--- src/rtl/irq_conditioner.sv ---
// Purpose    : synchronise, debounce and edge-detect raw board interrupt lines into 1-cycle irq pulses.
// Latency    : a raw_i change set up before edge 1 gives an irq_src_o pulse after edge N+3 (N = max(DEBOUNCE_CNT,1)).
// Backpressure: none; events on a disabled channel (en_i=0) are dropped, never queued.
//
// Ports:
//   wb_clk_i    - system clock (wishbone domain)
//   wb_rst_n_i  - synchronous active-low reset
//   raw_i       - raw asynchronous interrupt lines, one per channel
//   en_i        - per-channel enable, sampled with the output register
//   irq_src_o   - registered one-cycle event pulses
//   lvl_o       - debounced synchronised levels; present only when IRQ_CONDITIONER_LEVEL_EN is defined
//
// Optional feature macro: IRQ_CONDITIONER_LEVEL_EN (adds lvl_o; pulse behaviour is unchanged).
// DEBOUNCE_CNT must be < 2**DEBOUNCE_W; a value of 0 behaves as 1.

module irq_conditioner #(
    parameter int unsigned     NSRC         = 4,
    parameter int unsigned     DEBOUNCE_W   = 8,
    parameter int unsigned     DEBOUNCE_CNT = 100,
    parameter logic [NSRC-1:0] EDGE_POL     = '0,
    parameter logic [NSRC-1:0] BOTH_EDGES   = '0
) (
    input  logic            wb_clk_i,
    input  logic            wb_rst_n_i,
    input  logic [NSRC-1:0] raw_i,
    input  logic [NSRC-1:0] en_i,
`ifdef IRQ_CONDITIONER_LEVEL_EN
    output logic [NSRC-1:0] lvl_o,
`endif
    output logic [NSRC-1:0] irq_src_o
);

    // A zero debounce count still needs one cycle of agreement, so clamp to 1.
    localparam int unsigned           N_EFF   = (DEBOUNCE_CNT == 0) ? 1 : DEBOUNCE_CNT;
    localparam logic [DEBOUNCE_W-1:0] CNT_MAX = DEBOUNCE_W'(N_EFF - 1);
    localparam logic [DEBOUNCE_W-1:0] CNT_ONE = DEBOUNCE_W'(1);

    // Synchroniser stages
    logic [NSRC-1:0]       s1_q;
    logic [NSRC-1:0]       s2_q;

    // Debounce state
    logic [NSRC-1:0]       lvl_q;
    logic [NSRC-1:0]       lvl_d;
    logic [DEBOUNCE_W-1:0] cnt_q [NSRC];
    logic [DEBOUNCE_W-1:0] cnt_d [NSRC];

    // Edge detect / output
    logic [NSRC-1:0]       lvl_dly_q;
    logic [NSRC-1:0]       rise;
    logic [NSRC-1:0]       fall;
    logic [NSRC-1:0]       ev;
    logic [NSRC-1:0]       irq_q;
    logic [NSRC-1:0]       irq_d;

    // ------------------------------------------------------------------
    // 2-FF synchroniser: raw_i feeds nothing but s1.
    // ------------------------------------------------------------------
    always_ff @(posedge wb_clk_i) begin
        if (!wb_rst_n_i) begin
            s1_q <= '0;
            s2_q <= '0;
        end else begin
            s1_q <= raw_i;
            s2_q <= s1_q;
        end
    end

    // ------------------------------------------------------------------
    // Debounce: the synchronised line must disagree with the accepted
    // level for N consecutive cycles before the level flips. Any cycle
    // of agreement discards the partial count. The counter stops at
    // N-1 because the flip itself clears it, so it can never wrap.
    // ------------------------------------------------------------------
    always_comb begin
        lvl_d = lvl_q;
        for (int i = 0; i < NSRC; i++) begin
            cnt_d[i] = '0;
            if (s2_q[i] != lvl_q[i]) begin
                if (cnt_q[i] == CNT_MAX) begin
                    lvl_d[i] = s2_q[i];
                end else begin
                    cnt_d[i] = cnt_q[i] + CNT_ONE;
                end
            end
        end
    end

    always_ff @(posedge wb_clk_i) begin
        if (!wb_rst_n_i) begin
            lvl_q <= '0;
            for (int i = 0; i < NSRC; i++) begin
                cnt_q[i] <= '0;
            end
        end else begin
            lvl_q <= lvl_d;
            for (int i = 0; i < NSRC; i++) begin
                cnt_q[i] <= cnt_d[i];
            end
        end
    end

    // ------------------------------------------------------------------
    // Edge detect on the debounced level. BOTH_EDGES takes priority
    // over EDGE_POL per channel.
    // ------------------------------------------------------------------
    assign rise = lvl_q & ~lvl_dly_q;
    assign fall = ~lvl_q & lvl_dly_q;
    assign ev   = (BOTH_EDGES & (rise | fall))
                | (~BOTH_EDGES & ((EDGE_POL & fall) | (~EDGE_POL & rise)));

    // Enable gates the event in the same cycle it is registered; a
    // masked event is lost for good because ev only lasts one cycle.
    assign irq_d = ev & en_i;

    always_ff @(posedge wb_clk_i) begin
        if (!wb_rst_n_i) begin
            lvl_dly_q <= '0;
            irq_q     <= '0;
        end else begin
            lvl_dly_q <= lvl_q;
            irq_q     <= irq_d;
        end
    end

    assign irq_src_o = irq_q;

`ifdef IRQ_CONDITIONER_LEVEL_EN
    assign lvl_o = lvl_q;
`endif

endmodule

--- config.mk ---
export PLATFORM = sky130hd
export DESIGN_NAME = irq_conditioner
export DESIGN_NICKNAME = d
export VERILOG_FILES = /design/src/rtl/irq_conditioner.sv
export SDC_FILE = /design/constraint.sdc
export NUM_CORES = 1
export LEC_CHECK = 0
export CAP_MARGIN = 5
export CORE_ASPECT_RATIO = 1.25
export CORE_MARGIN = 1
export CORE_UTILIZATION = 32
export DETAILED_ROUTE_END_ITERATION = 8
export GPL_TIMING_DRIVEN = 0
export PLACE_DENSITY = 0.49
export RECOVER_POWER = 50
export SLEW_MARGIN = 15
export SYNTH_ARGS = -nofsm -noshare
export SYNTH_HDL_FRONTEND = slang
export SYNTH_SLANG_ARGS = --single-unit
--- constraint.sdc ---
create_clock -name wb_clk_i -period 1.83 [get_ports wb_clk_i]
set_clock_uncertainty 0.1 [all_clocks]
set_input_delay 0.2745 -clock wb_clk_i [delete_from_list [all_inputs] [get_ports wb_clk_i]]
set_output_delay 0.2745 -clock wb_clk_i [all_outputs]
set_load 0.05 [all_outputs]
==> impl_metrics.json, run 1 <==
{
  "syn-instance-count": 208,
  "slew_headroom": 0.598,
  "grtUsageTotal": 0.121,
  "grt_pass1_vias": 1366,
  "syn_avg_cell_area_um2": 9.58,
  "clock_latency_ns": 0.30,
  "crit_start": "irq_src_o[2]$_SDFF_PN0_",
  "synthArstFlopShare": 0,
  "grt_pass1_wl_mm": 6.12,
  "min_period_ns": 1.78,
  "ys_seq_area_frac": 0.523,
  "gr-total-overflow": 0,
  "place.gp.congestion": 0.691,
  "n_fill_cell": 619,
  "portBuffers": 13,
  "initial_core_util": 0.338,
  "dp_hpwl_mm": 2.35,
  "crit_chain": "clkdlybuf4s50_1",
  "clkSinkCount": 52,
  "fp-row-count": 31,
  "crit_type": "reg2out",
  "hold_viol": 0,
  "wirelength_mm": 3.39,
  "die-height_um": 90.2,
  "synth_top_family_by_area": "simple AND/OR/NAND/NOR gates",
  "cts_tree": "yes",
  "vdd_ir_drop_max_v": 0.000274,
  "synth_nets": 222,
  "worstPathRequired_ns": 1.46,
  "dieArea_um2": 6550,
  "nNetsFinal": 243,
  "ant_nets": 0,
  "cp_max_fo": 1,
  "timing.final.crit_share": 0.970,
  "netlist-cell-type-count": 30,
  "postLayoutCoreUtil": 0.390,
  "maxCapViolCount": 0,
  "synthAdderAreaFrac": 0.0251,
  "yosysWarnings": 0,
  "die_w_um": 72.6,
  "p_leak_nw": 0.783,
  "cts_max_level": 2,
  "cp-end-kind": "primary output",
  "drv_slew": 0,
  "area_growth_syn_to_layout_pct": 15.5,
  "drive_above_1_share": 0.0478,
  "first_iter_violations": 62,
  "power_density_nw_per_um2": 811,
  "synth_edf_count": 0,
  "vias_per_cell": 4.54,
  "crit_buf_inv": 1,
  "critPathMaxStageDelay_ns": 0.79,
  "crit_path_start_kind": "register",
  "antenna_found_initial": 0,
  "core_um2": 5900,
  "diodes": 0,
  "tightest_slew_ns": 0.606,
  "vias": 1416,
  "detail_route.wl_per_cell_um": 10.9,
  "grt_max_degree": 15,
  "synthMuxAreaShare": 0.00503,
  "regToRegStartpoint": "cnt_q[3][0]$_SDFF_PP0_",
  "fmax_mhz": 563,
  "slowest_stage": "clkdlybuf4s50_1",
  "drcViolationCount": 0,
  "detail_route.first_pass.iterations": 4,
  "finalSetupTns_ns": 0,
  "place_ws_ns": -0.264,
  "reg2reg_slack_ns": 0.15,
  "synth-seq-cells": 52,
  "synth_area_um2": 1990,
  "finalSetupViolations": 0,
  "crit_arrival_ns": 1.40,
  "root_buffer": "clkbuf_8",
  "min_from": "lvl_dly_q[0]$_SDFF_PN0_",
  "hp-class": "reg2reg",
  "numCtsBuffers": 5,
  "ios": 14,
  "whs_ns": 0.292,
  "fin_ws_ns": 0.0545,
  "synthFlopType": "dfxtp_1",
  "synth_compound_area_frac": 0.107,
  "synthSimpleGateAreaFrac": 0.256,
  "outcome": "finished, final reports clean",
  "cts_buffer_depth": 2,
  "synthXorXnorAreaFrac": 0.0660,
  "hold_buffers": 0,
  "clkSlewWorstSetupHoldPaths_ns": 0.09,
  "critPathTopFamily": "buffers and inverters",
  "rsz0062_at_grt": "no"
}
==> per-stage QoR <==
step	area [µm²]	instances	power, W
6_report	2300	312	0.00187
5_1_grt	2300	312	0.00196
4_1_cts	2320	312	0.00190
3_5_place_dp	2220	303	0.00122
3_3_place_gp	2220	303	0.00122
2_1_floorplan	1990	208	0.00119
==> worst paths after layout <==
path,depth (start not counted),endpoint
worst max register to register,4,lvl_q[3]$_SDFFE_PN0P_
worst max-delay path,1,irq_src_o[2]
worst min-delay path,1,irq_src_o[0]$_SDFF_PN0_
worst min register to register,1,irq_src_o[0]$_SDFF_PN0_
==> repair_timing <==
item / CTS / global route
buffers inserted: 1 / 0
setup endpoints to repair: 6 / 5
pin swaps: 1 / 0
resized for setup: 0 / 5
==> flip-flops by register name (all words and copies together), names as in the netlist <==
signal and count:
s1_q 4, lvl_q 4, lvl_dly_q 4, s2_q 4, cnt_q 32, irq_src_o 4
==> report_power, final <==
part / switching [W] / internal, W / total, W
logic: 0.0000202 / 0.0000272 / 0.0000474
clock network: 0.000362 / 0.000309 / 0.000671
registers: 0.00000546 / 0.00114 / 0.00115
==> cells by family (layout without fill, tap and decap cells) <==
family,after synthesis,in the layout
DFF,52,52
AOI/OAI and AO/OA,34,34
muxes,1,1
xor gates and xnor gates,15,15
buffers and inverters,10,32
and+or+nand+nor,92,92
adders and majority gates,4,4
==> cells in the final DEF, fill, tap and decap left out, drive strengths merged, types with 5 or more instances in the layout <==
master and instances:
or3 14, nand3 11, nor2 15, nor3 5, xor2 12, clkdlybuf4s50 9
a21oi 11, dfxtp 52, inv 8, nand2 18, o21ai 13, clkbuf 13
and2 11
==> area by class of cell <==
cell class / count / area [µm²] / share of cell area
plain buffers: 2 / 8.76 / 0.00381
clock buffers: 8 / 90.1 / 0.0392
inverters: 8 / 30.0 / 0.0131
multi-input cells: 146 / 910 / 0.395
flip-flops and latches: 52 / 1040 / 0.452
well taps: 82 / 103 / 0.0446
repair buffers: 14 / 119 / 0.0517
==> routing by layer <==
metal / wire length [µm] / up-vias / track usage
met1: 1690 / 629 / 0.147
met4: 51 / 0 / 0.0686
met5: 0 / - / 0
met3: 106 / 5 / 0.0370
li1: - / 767 / -
met2: 1550 / 15 / 0.185
==> cells in the mapped netlist (2+ instances only) <==
master	number	area share
dfxtp_1	52	0.52
nand2_1	18	0.034
nor2_1	15	0.028
or3_1	14	0.044
o21ai_0	13	0.033
xor2_1	12	0.053
a21oi_1	11	0.028
and2_1	11	0.035
nand3_1	11	0.028
inv_1	8	0.015
nor3_1	5	0.013
a211oi_1	4	0.015
ha_1	4	0.025
and3b_1	3	0.013
nand4_1	3	0.0094
nor3b_1	3	0.011
xnor2_1	3	0.013
clkbuf_1	2	0.0038
nand4b_1	2	0.0088
o211ai_1	2	0.0075
o31ai_1	2	0.0075
or4_1	2	0.0075
No activity file was read; power rests on OpenSTA's default activity.
==> run 2: changes to the inputs <==
Clock period 1.83 ns to 2.25 ns, I/O delays scaled along.
==> run 2 against run 1 <==
Net effect:
- sequential share of layout area up 0.15 points
- utilization down 0.13 points
- first-iteration DRC count up 8.1%
- largest cell class unchanged
- largest power group unchanged
==> impl_metrics.json, run 2 (synthesis gave the netlist of run 1 again) <==
{
  "outcome": "finished, final reports clean",
  "portBuffers": 13,
  "clkSlewWorstSetupHoldPaths_ns": 0.09,
  "maxCapViolCount": 0,
  "crit_arrival_ns": 2.01,
  "numCtsBuffers": 5,
  "min_period_ns": 1.94,
  "cts_max_level": 2,
  "dieArea_um2": 6550,
  "timing.final.crit_share": 0.861,
  "top_register": "cnt_q",
  "crit_type": "reg2reg",
  "worst_r2r_endpoint": "cnt_q[0][5]$_SDFF_PP0_",
  "final_cell_mix": "52 x dfxtp_1, 18 x nand2_1, 15 x nor2_1",
  "detail_route.wl_per_cell_um": 10.8,
  "hold_buffers": 0,
  "clkSinkCount": 52,
  "cp_max_fo": 5,
  "layout_commonest_cell": "dfxtp_1",
  "rr_worst_depth": 3,
  "seq_area_um2": 1040,
  "critPathTopFamily": "compound AO/OA/AOI/OAI gates",
  "ant_nets": 0,
  "cts_tree": "yes",
  "tightest_slew_ns": 0.693,
  "root_buffer": "clkbuf_8",
  "vias": 1406,
  "core_um2": 5900,
  "grtUsageTotal": 0.121,
  "detail_route.first_pass.iterations": 4,
  "post_cts.repair.setup_buffers": 0,
  "n_fill_cell": 616,
  "rsz0062_at_grt": "no",
  "clock_latency_ns": 0.31,
  "die_w_um": 72.6,
  "cp-end-kind": "register",
  "multi_input_area_um2": 892,
  "drive_above_1_share": 0.0349,
  "grt_pass1_vias": 1369,
  "reg2reg_slack_ns": 0.31,
  "grt_pass1_wl_mm": 6.13,
  "drv_slew": 0,
  "initial_core_util": 0.338,
  "regToRegStartpoint": "cnt_q[0][3]$_SDFF_PP0_",
  "crit_path_start_kind": "register",
  "postLayoutCoreUtil": 0.389,
  "first_iter_violations": 67,
  "crit_buf_inv": 0,
  "vias_per_cell": 4.52,
  "min_path_cells": 1,
  "vdd_ir_drop_max_v": 0.000227,
  "largest_reg_flops": 32,
  "cts_resized": 0,
  "hp-class": "reg2reg",
  "slowest_stage": "o311ai_1",
  "gr-total-overflow": 0,
  "finalSetupViolations": 0,
  "cts_buffer_depth": 2,
  "crit_chain": "or4_1 > o311ai_1 > a21oi_1",
  "finalSetupTns_ns": 0,
  "dp_hpwl_mm": 2.35,
  "drcViolationCount": 0,
  "worstPathRequired_ns": 2.32,
  "diodes": 0,
  "place.gp.congestion": 0.691,
  "min_from": "lvl_dly_q[0]$_SDFF_PN0_",
  "fmax_mhz": 516,
  "hold_path_end": "irq_src_o[0]$_SDFF_PN0_",
  "grt_max_degree": 15,
  "area_growth_syn_to_layout_pct": 15.1,
  "power_density_nw_per_um2": 664,
  "die-height_um": 90.2,
  "slew_headroom": 0.531,
  "fp-row-count": 31,
  "whs_ns": 0.291,
  "hold_viol": 0,
  "critPathMaxStageDelay_ns": 0.63,
  "ios": 14,
  "wirelength_mm": 3.37,
  "p_leak_nw": 0.782,
  "nNetsFinal": 242,
  "antenna_found_initial": 0
}
==> run 2: through the flow <==
| stage | power [W] | cell area, µm² | worst slack (ns) | instances |
|---|---|---|---|---|
| 6_report | 0.00152 | 2290 | 0.312 | 311 |
| 2_1_floorplan | 0.000972 | 1990 | 0.613 | 208 |
| 3_5_place_dp | 0.000994 | 2220 | 0.0930 | 303 |
| 5_1_grt | 0.00159 | 2290 | 0.215 | 311 |
| 4_1_cts | 0.00155 | 2310 | 0.350 | 311 |
| 3_3_place_gp | 0.000993 | 2220 | 0.159 | 303 |
==> run 2: power breakdown <==
group	internal, W	switching [W]
sequential	0.000928	0.00000447
combinational	0.0000208	0.0000155
clock	0.000252	0.000303
==> run 2: worst max-delay path by stage <==
stage | from | slack (ns) | to | cells after the start
3_5_place_dp | wb_rst_n_i | 0.09 | cnt_q[1][6]$_SDFF_PP0_ | 4
3_3_place_gp | wb_rst_n_i | 0.16 | cnt_q[1][6]$_SDFF_PP0_ | 4
5_1_grt | cnt_q[0][3]$_SDFF_PP0_ | 0.21 | cnt_q[0][3]$_SDFF_PP0_ | 3
6_report | cnt_q[0][3]$_SDFF_PP0_ | 0.31 | cnt_q[0][5]$_SDFF_PP0_ | 3
4_1_cts | cnt_q[3][0]$_SDFF_PP0_ | 0.35 | cnt_q[3][2]$_SDFF_PP0_ | 4
2_1_floorplan | cnt_q[3][0]$_SDFF_PP0_ | 0.61 | cnt_q[3][2]$_SDFF_PP0_ | 4
==> run 2: cell type report <==
cell class	instances	share of cell area
Sequential cell	52	0.454
Timing Repair Buffer	13	0.0567
Inverter	8	0.0131
Buffer	2	0.00327
Multi-Input combinational cell	146	0.389
Tap cell	82	0.0447
Clock buffer	8	0.0393
==> run 2: metal layers <==
layer	up-vias	GRT usage	wire (µm)
met4	0	0.0686	80
met3	6	0.0370	98
met5	-	0	0
met2	16	0.185	1490
li1	763	-	-
met1	621	0.147	1700
==> run 2: worst register-to-register path: stages (launching register included) <==
cell      delay, ns
dfxtp_1        0.36
or4_1          0.62
o311ai_1       0.63
a21oi_1        0.09
